[src/rtl/mul_pipe_pkg.sv]
// Shared constants, result record and helpers for the mul_pipe multiplier stage.
package mul_pipe_pkg;

  localparam int DATA_W     = 16;
  // Record tag field is sized for the widest supported AW; mul_pipe uses the low AW bits.
  localparam int ADDR_MAX_W = 16;

  typedef struct packed {
    logic [DATA_W-1:0]     p;
    logic [ADDR_MAX_W-1:0] addr;
    logic                  zero;
    logic                  ovf;
  } res_t;

  function automatic logic is_zero(input logic [DATA_W-1:0] v);
    return (v == '0);
  endfunction

endpackage

[src/rtl/mul_pipe_core.sv]
// Combinational 16x16 unsigned low-product datapath with optional overflow flag.
// MUL_PIPE_OVF_EN adds the upper-product overflow detection.
module mul_pipe_core
  import mul_pipe_pkg::*;
(
  input  logic [DATA_W-1:0] a,
  input  logic [DATA_W-1:0] b,
  output logic [DATA_W-1:0] p,
  output logic              zero,
  output logic              ovf
);

`ifdef MUL_PIPE_OVF_EN
  logic [2*DATA_W-1:0] full;

  function automatic logic [DATA_W-1:0] trunc_lo(input logic [2*DATA_W-1:0] v);
    return v[DATA_W-1:0];
  endfunction

  function automatic logic ovf_hi(input logic [2*DATA_W-1:0] v);
    return |v[2*DATA_W-1:DATA_W];
  endfunction

  assign full = {{DATA_W{1'b0}}, a} * {{DATA_W{1'b0}}, b};
  assign p    = trunc_lo(full);
  assign ovf  = ovf_hi(full);
`else
  // Only the low half is ever formed, so no upper-product logic exists in this build.
  assign p    = a * b;
  assign ovf  = 1'b0;
`endif

  assign zero = is_zero(p);

endmodule

[src/rtl/mul_pipe.sv]
// Two-stage valid/ready multiplier pipe: S1 holds operands+tag, S2 holds the result record.
// Build with MUL_PIPE_OVF_EN to report overflow of the full 32-bit product on p_ovf.
module mul_pipe
  import mul_pipe_pkg::*;
#(
  parameter int AW = 3
) (
  input  logic              clk,
  input  logic              rst,
  input  logic              in_valid,
  output logic              in_ready,
  input  logic [DATA_W-1:0] rs_data,
  input  logic [DATA_W-1:0] rd_data,
  input  logic [AW-1:0]     rd_addr,
  input  logic              flush,
  output logic              out_valid,
  input  logic              out_ready,
  output logic [DATA_W-1:0] p,
  output logic [AW-1:0]     p_addr,
  output logic              p_zero,
  output logic              p_ovf,
  input  logic [AW-1:0]     chk_addr,
  output logic              chk_hit
);

  logic              vld_p1;
  logic [DATA_W-1:0] a_p1;
  logic [DATA_W-1:0] b_p1;
  logic [AW-1:0]     addr_p1;

  logic              vld_p2;
  res_t              res_p2;

  logic [DATA_W-1:0] prod;
  logic              prod_zero;
  logic              prod_ovf;
  res_t              core_res;
  logic              adv2;
  logic              unused_addr;

  mul_pipe_core u_core (
    .a    (a_p1),
    .b    (b_p1),
    .p    (prod),
    .zero (prod_zero),
    .ovf  (prod_ovf)
  );

  assign core_res = '{p: prod, addr: ADDR_MAX_W'(addr_p1), zero: prod_zero, ovf: prod_ovf};

  assign adv2     = !vld_p2 || out_ready;
  assign in_ready = !flush && (!vld_p1 || adv2);

  // ---- S1 (operands) -> S2 (result) ----
  always_ff @(posedge clk or posedge rst) begin
    if (rst) begin
      vld_p1  <= 1'b0;
      vld_p2  <= 1'b0;
      a_p1    <= '0;
      b_p1    <= '0;
      addr_p1 <= '0;
      res_p2  <= '0;
    end else if (flush) begin
      vld_p1 <= 1'b0;
      vld_p2 <= 1'b0;
    end else begin
      if (vld_p1 && adv2) begin
        vld_p2 <= 1'b1;
        res_p2 <= core_res;
      end else if (out_ready) begin
        vld_p2 <= 1'b0;
      end
      if (in_valid && in_ready) begin
        vld_p1  <= 1'b1;
        a_p1    <= rs_data;
        b_p1    <= rd_data;
        addr_p1 <= rd_addr;
      end else if (adv2) begin
        vld_p1 <= 1'b0;
      end
    end
  end

  assign out_valid   = vld_p2;
  assign p           = res_p2.p;
  assign p_addr      = res_p2.addr[AW-1:0];
  assign p_zero      = res_p2.zero;
  assign p_ovf       = res_p2.ovf;
  assign unused_addr = ^res_p2.addr;

  assign chk_hit = !flush && ((vld_p1 && (addr_p1 == chk_addr)) ||
                              (vld_p2 && (p_addr == chk_addr)));

endmodule

[config.mk]
export PLATFORM = sky130hd
export DESIGN_NAME = mul_pipe
export DESIGN_NICKNAME = d
export VERILOG_FILES = /design/src/rtl/mul_pipe_pkg.sv /design/src/rtl/mul_pipe_core.sv /design/src/rtl/mul_pipe.sv
export SDC_FILE = /design/constraint.sdc
export NUM_CORES = 1
export LEC_CHECK = 0
export ABC_AREA = 1
export CORE_MARGIN = 2
export CORE_UTILIZATION = 40
export DETAILED_ROUTE_END_ITERATION = 8
export PLACE_DENSITY_LB_ADDON = 0.3
export SLEW_MARGIN = 15
export SYNTH_ARGS = -nofsm -noshare
export SYNTH_HDL_FRONTEND = slang
export SYNTH_SLANG_ARGS = --single-unit
[constraint.sdc]
create_clock -name clk -period 16.2 [get_ports clk]
set_input_delay 3.24 -clock clk [delete_from_list [all_inputs] [get_ports clk]]
set_output_delay 3.24 -clock clk [all_outputs]
set_load 0.05 [all_outputs]
==> impl_metrics.json, run 1 <==
{
  "status": "completed",
  "tritoncts_clock_tree": "yes",
  "die_area_sq_um": 17700,
  "yosys.area_share.simple_pct": 19.4,
  "min_period_over_period_pct": 51.5,
  "synth_seq_area_share_pct": 21.4,
  "layout-drive-gt1-share_pct": 7.09,
  "timing.critical_path.depth": 6,
  "via_count_of_the_first_global_routing_pass": 5091,
  "insertion_delay_to_the_later_sink_of_the_worst_skew_pair_ps": 330,
  "grt_max_degree": 58,
  "ys.warnings.count": 0,
  "worstPathCellList": "clkdlybuf4s50_1 > xor2_1 > nor4_1 > a31oi_1 > nor2_1 > clkdlybuf4s50_1",
  "timing.setup.critical_path_class": "in2out",
  "timing.reg2reg.setup_slack_ps": 10370,
  "routed-via-count": 5157,
  "row_cnt": 47,
  "syn_area_per_cell_sq_um": 7.83,
  "cts_root_buf": "sky130_fd_sc_hd__clkbuf_16",
  "initial_core_util_pct": 40.6,
  "cts_made_buffers": 9,
  "critPathMaxStageDelay_ps": 810,
  "worst_setup_path_start_kind": "input pin",
  "cts-root-to-sink-buffers": 2,
  "gpl.final_weighted_congestion": 0.880,
  "max-cap-violations": 0,
  "detail_route.first_pass.iterations": 5,
  "antenna_violating_nets_remaining": 0,
  "timing.critical_path.required_ps": 12960,
  "worst-slew-pin-transition_ps": 837,
  "worstSetupStartpoint": "chk_addr[0]",
  "critical_path.max_fanout": 3,
  "share_of_the_synthesized_area_in_the_top_cell_type_pct": 24.0,
  "final_hold_viol_count": 0,
  "chipHeight_um": 133,
  "layout_common_cells": "249 x sky130_fd_sc_hd__nand2_1, 224 x sky130_fd_sc_hd__inv_1, 80 x sky130_fd_sc_hd__fa_1",
  "count_of_hold_fix_buffers_inserted_at_cts": 0,
  "top_level_port_count": 67,
  "synth.mux.area_fraction_pct": 5.58,
  "setup_violations": 0,
  "drt-initial-drc-count": 197,
  "synth.top_cells.by_area": "sky130_fd_sc_hd__fa_1 24%, sky130_fd_sc_hd__dfrtp_1 21%, sky130_fd_sc_hd__nand2_1 14%, sky130_fd_sc_hd__inv_1 13%, sky130_fd_sc_hd__ha_1 9.2%",
  "dp.final_hpwl_mm": 10.9,
  "critPathArrivalTime_ps": 5100,
  "number_of_buffer_and_inverter_stages_on_the_critical_path": 2,
  "fin_skew_ps": 8.78,
  "crit_path_top_delay_cell": "sky130_fd_sc_hd__clkdlybuf4s50_1",
  "portBuffers": 65,
  "cpMostUsedCell": "sky130_fd_sc_hd__clkdlybuf4s50_1",
  "worstSetupEndpointType": "output port",
  "synth-adder-area-share_pct": 33.2,
  "net_count_reported_at_finish": 1070,
  "remaining_drc_errors": 0,
  "net_count_after_synthesis": 1023,
  "fp.dieW_um": 133,
  "fmax_ghz": 0.120,
  "dominant_combinational_cell_family_by_area_after_synthesis": "adder cells",
  "globalRouteOverflowTotal": 0,
  "rr_endpoint": "p[14]",
  "post-synth-top-area-cell": "sky130_fd_sc_hd__fa_1",
  "setup_repair_after_global_routing_missed_its_margin": "false",
  "global_route_wire_length_before_repair_mm": 24.1,
  "worst-r2r-cell-count": 23,
  "core-area_sq_um": 16400,
  "synth_xor_area_share_pct": 2.23,
  "n_antenna_cell": 0,
  "synth-seq-cells": 57,
  "fin_crit_ps": 8340,
  "path_clk_slew_ps": 50,
  "avgRoutedWirePerCell_um": 12.6,
  "fin_tns_setup_ps": 0,
  "antenna_found_initial": 0,
  "drt-total-wl_mm": 14.1,
  "synth_cells": 851,
  "finalMaxSlewViolations": 0,
  "post_cts.resized_instances": 0,
  "mostFrequentLayoutCell": "sky130_fd_sc_hd__nand2_1",
  "syn_area_sq_um": 6660,
  "synth_compound_gate_area_share_pct": 2.61,
  "ys_types": 30,
  "cts_sinks": 57,
  "cts_max_level": 3,
  "cts_post_setup_buffers_inserted": 0,
  "critPathTopFamily": "buffers and inverters",
  "flow.area_growth_from_synthesis_pct": 16.7,
  "global_routing_usage_summed_across_all_routing_layers_pct": 17.0,
  "cp-endpoint": "chk_hit",
  "slew_headroom_pct": 44.0,
  "regToRegStartpoint": "b_p1[1]",
  "hold_path_class": "reg2reg",
  "routed_via_density": 4.59
}
## stage by stage
step                instance area (sq um)  worst slack, ps  hold WS [ps]  utilization [%]  std cells
floorplan                            6660             8610           486                -        851
global placement                     7430             7860           458             45.3       1107
detailed placement                   7430             7860           459             45.3       1107
CTS                                  7780             7850           472             47.4       1123
global route                         7780             7700           505             47.4       1123
finish                               7780             7860           467             47.4       1123
## area by class of cell
type	instances	area (sq um)
inverter	229	860
timing repair buffer	67	666
fill	1569	8630
clock buffer	11	243
sequential	57	1430
tap	220	275
multi-input combinational	534	4210
clock inverter	5	103
## state kept, by name, summed over array words and instances (netlist names)
signal	count
p_addr	3
p_zero	1
vld_p1	1
b_p1	16
out_valid	1
a_p1	16
addr_p1	3
p	16
## Yosys cell counts (all sizes together)
master,count
nand2,256
xnor2,3
dfrtp,57
clkbuf,16
xor2,14
o22ai,1
nand3,33
mux2,33
nor4,1
nor3,5
a21oi,10
nand3b,1
nand4,2
fa,80
o21ai,17
ha,49
o21bai,1
nor2,23
a31oi,4
conb,1
buf,15
inv,229
## per-layer routing
layer	global-route usage (%)	routed length (um)	vias to the layer above
met5	0	0	-
met4	6.03	278	0
met3	2.15	576	19
met2	27.8	6750	108
met1	23.3	6540	2460
li1	-	-	2570
## kinds of logic (layout without fill, tap and decap cells)
kind of cell             Yosys count  in the layout
adder cells (fa/ha/maj)          129            129
buffers and inverters            260            312
multiplexers                      33             33
flip-flops                        57             57
AO/OA/AOI/OAI                     33             33
AND/OR/NAND/NOR                  321            321
XOR/XNOR                          17             17
other                              1              1
## how the worst min path moves through the flow
stage | slack [ps] | startpoint | endpoint | depth (start not counted)
after floorplan | 490 | addr_p1[2] | p_addr[2] | 2
after global placement | 460 | p[1] | p[1] | 2
after detailed placement | 460 | p[1] | p[1] | 2
after CTS | 470 | p[1] | p[1] | 2
after global routing | 500 | p[7] | p[7] | 2
final | 470 | p[1] | p[1] | 2
## worst min-delay path, cell delays in order (launching register included)
cell,delay [ps]
sky130_fd_sc_hd__dfrtp_1,340
sky130_fd_sc_hd__nand2_1,50
sky130_fd_sc_hd__nand2_1,50
Power of run 1 is not shown: default switching activity piles up to over one toggle a cycle in this logic, so the estimate is an artifact.
==> inputs of run 2 (changes only) <==
- clock period: 16.2 -> 7.2 ns (I/O delays scaled with it)
==> impl_metrics.json, run 2 (same netlist as run 1, synthesis figures left out) <==
{
  "fmax_ghz": 0.177,
  "drt-initial-drc-count": 168,
  "count_of_hold_fix_buffers_inserted_at_cts": 0,
  "dp.final_hpwl_mm": 11.4,
  "drt-total-wl_mm": 14.5,
  "worstSetupStartpoint": "b_p1[1]",
  "setup_repair_after_global_routing_missed_its_margin": "false",
  "n_antenna_cell": 0,
  "critical_path.max_fanout": 17,
  "via_count_of_the_first_global_routing_pass": 5074,
  "critPathArrivalTime_ps": 5920,
  "worst_setup_path_start_kind": "flop",
  "min_period_over_period_pct": 78.5,
  "worstSetupEndpointType": "flop",
  "routed_via_density": 4.63,
  "cts_made_buffers": 9,
  "tritoncts_clock_tree": "yes",
  "cts_post_setup_buffers_inserted": 0,
  "final_hold_viol_count": 0,
  "layout-drive-gt1-share_pct": 7.09,
  "max-cap-violations": 0,
  "initial_core_util_pct": 40.6,
  "slew_headroom_pct": 39.6,
  "fin_tns_setup_ps": 0,
  "holdCritStartpoint": "p[4]",
  "layout_common_cells": "249 x sky130_fd_sc_hd__nand2_1, 224 x sky130_fd_sc_hd__inv_1, 80 x sky130_fd_sc_hd__fa_1",
  "insertion_delay_to_the_later_sink_of_the_worst_skew_pair_ps": 340,
  "net_count_reported_at_finish": 1070,
  "cts_sinks": 57,
  "row_cnt": 47,
  "top_level_port_count": 67,
  "timing.critical_path.required_ps": 7470,
  "worst-slew-pin-transition_ps": 903,
  "fillCellCount": 1605,
  "gpl.final_weighted_congestion": 0.855,
  "flow.area_growth_from_synthesis_pct": 16.2,
  "global_route_wire_length_before_repair_mm": 24.7,
  "remaining_drc_errors": 0,
  "portBuffers": 65,
  "antenna_violating_nets_remaining": 0,
  "cts_max_level": 3,
  "die_area_sq_um": 17700,
  "regToRegStartpoint": "b_p1[1]",
  "routed-via-count": 5199,
  "globalRouteOverflowTotal": 0,
  "fin_skew_ps": 8.71,
  "post_cts.resized_instances": 0,
  "global_routing_usage_summed_across_all_routing_layers_pct": 17.5,
  "finalMaxSlewViolations": 0,
  "setup_violations": 0,
  "cts-root-to-sink-buffers": 2,
  "chipHeight_um": 133,
  "path_clk_slew_ps": 50,
  "status": "completed",
  "mostFrequentLayoutCell": "sky130_fd_sc_hd__nand2_1",
  "timing.setup.critical_path_class": "reg2reg",
  "avgRoutedWirePerCell_um": 12.9,
  "core-area_sq_um": 16400,
  "detail_route.first_pass.iterations": 5,
  "hold_path_class": "reg2reg",
  "fp.dieW_um": 133,
  "cts_root_buf": "sky130_fd_sc_hd__clkbuf_16",
  "antenna_found_initial": 0,
  "fin_crit_ps": 5650,
  "grt_max_degree": 58
}
## run 2: changes by cell type in the layout (fill, tap and decap cells not counted)
cell                        change
sky130_fd_sc_hd__bufinv_16      -1
sky130_fd_sc_hd__clkinv_2       +2
sky130_fd_sc_hd__clkbuf_8       -1
## run 2: layer usage
layer	global-route usage, %	wire length [um]
met3	2.68	599
met2	28.5	6900
met4	4.48	173
met1	24.6	6820
met5	0	0
## run 2: cell type report
type | count | area, sq um | area share, %
multi-input cells | 534 | 4210 | 54.3
flip-flops and latches | 57 | 1430 | 18.4
inverters | 229 | 860 | 11.1
repair buffers | 67 | 666 | 8.59
well taps | 220 | 275 | 3.55
clock buffers | 10 | 229 | 2.96
clock inverters | 6 | 82.6 | 1.07
## run 2: final timing paths
| check | cells past startpoint | end | slack (ps) |
|---|---|---|---|
| worst min register to register | 2 | p[4] | 480 |
| worst min-delay path | 2 | p[4] | 480 |
| max in group asynchronous | 3 | p[14] | 5070 |
| min in group asynchronous | 3 | b_p1[9] | 1620 |
| worst max-delay path | 24 | p_zero | 1550 |
| worst max register to register | 24 | p_zero | 1550 |
## run 2: worst max-delay path, stage by stage (launching register included)
cell,delay (ps)
sky130_fd_sc_hd__dfrtp_1,660
sky130_fd_sc_hd__nand2_1,150
sky130_fd_sc_hd__fa_1,530
sky130_fd_sc_hd__fa_1,550
sky130_fd_sc_hd__inv_1,50
sky130_fd_sc_hd__fa_1,490
sky130_fd_sc_hd__inv_1,50
sky130_fd_sc_hd__fa_1,530
sky130_fd_sc_hd__inv_1,50
sky130_fd_sc_hd__fa_1,480
sky130_fd_sc_hd__inv_1,50
sky130_fd_sc_hd__fa_1,490
sky130_fd_sc_hd__inv_1,50
sky130_fd_sc_hd__ha_1,340
sky130_fd_sc_hd__inv_1,80
sky130_fd_sc_hd__nor3_1,220
sky130_fd_sc_hd__nand3_1,110
sky130_fd_sc_hd__nand3_1,140
sky130_fd_sc_hd__nand2_1,60
sky130_fd_sc_hd__nand2_1,50
sky130_fd_sc_hd__nand2_1,40
sky130_fd_sc_hd__nand2_1,60
sky130_fd_sc_hd__xor2_1,170
sky130_fd_sc_hd__nand3_1,100
sky130_fd_sc_hd__nand2_1,60
## run 2: per-stage QoR
stage / hold slack, ps / worst slack [ps] / instances / area (sq um) / utilization [%]
after detailed placement: 466 / 1490 / 1107 / 7430 / 45.3
after CTS: 479 / 1490 / 1123 / 7750 / 47.2
final: 478 / 1550 / 1123 / 7750 / 47.2
after global placement: 461 / 1640 / 1107 / 7430 / 45.3
after global routing: 515 / 1170 / 1123 / 7750 / 47.2
after floorplan: 486 / 1820 / 851 / 6660 / -
Power of run 2 is left out for the same reason.
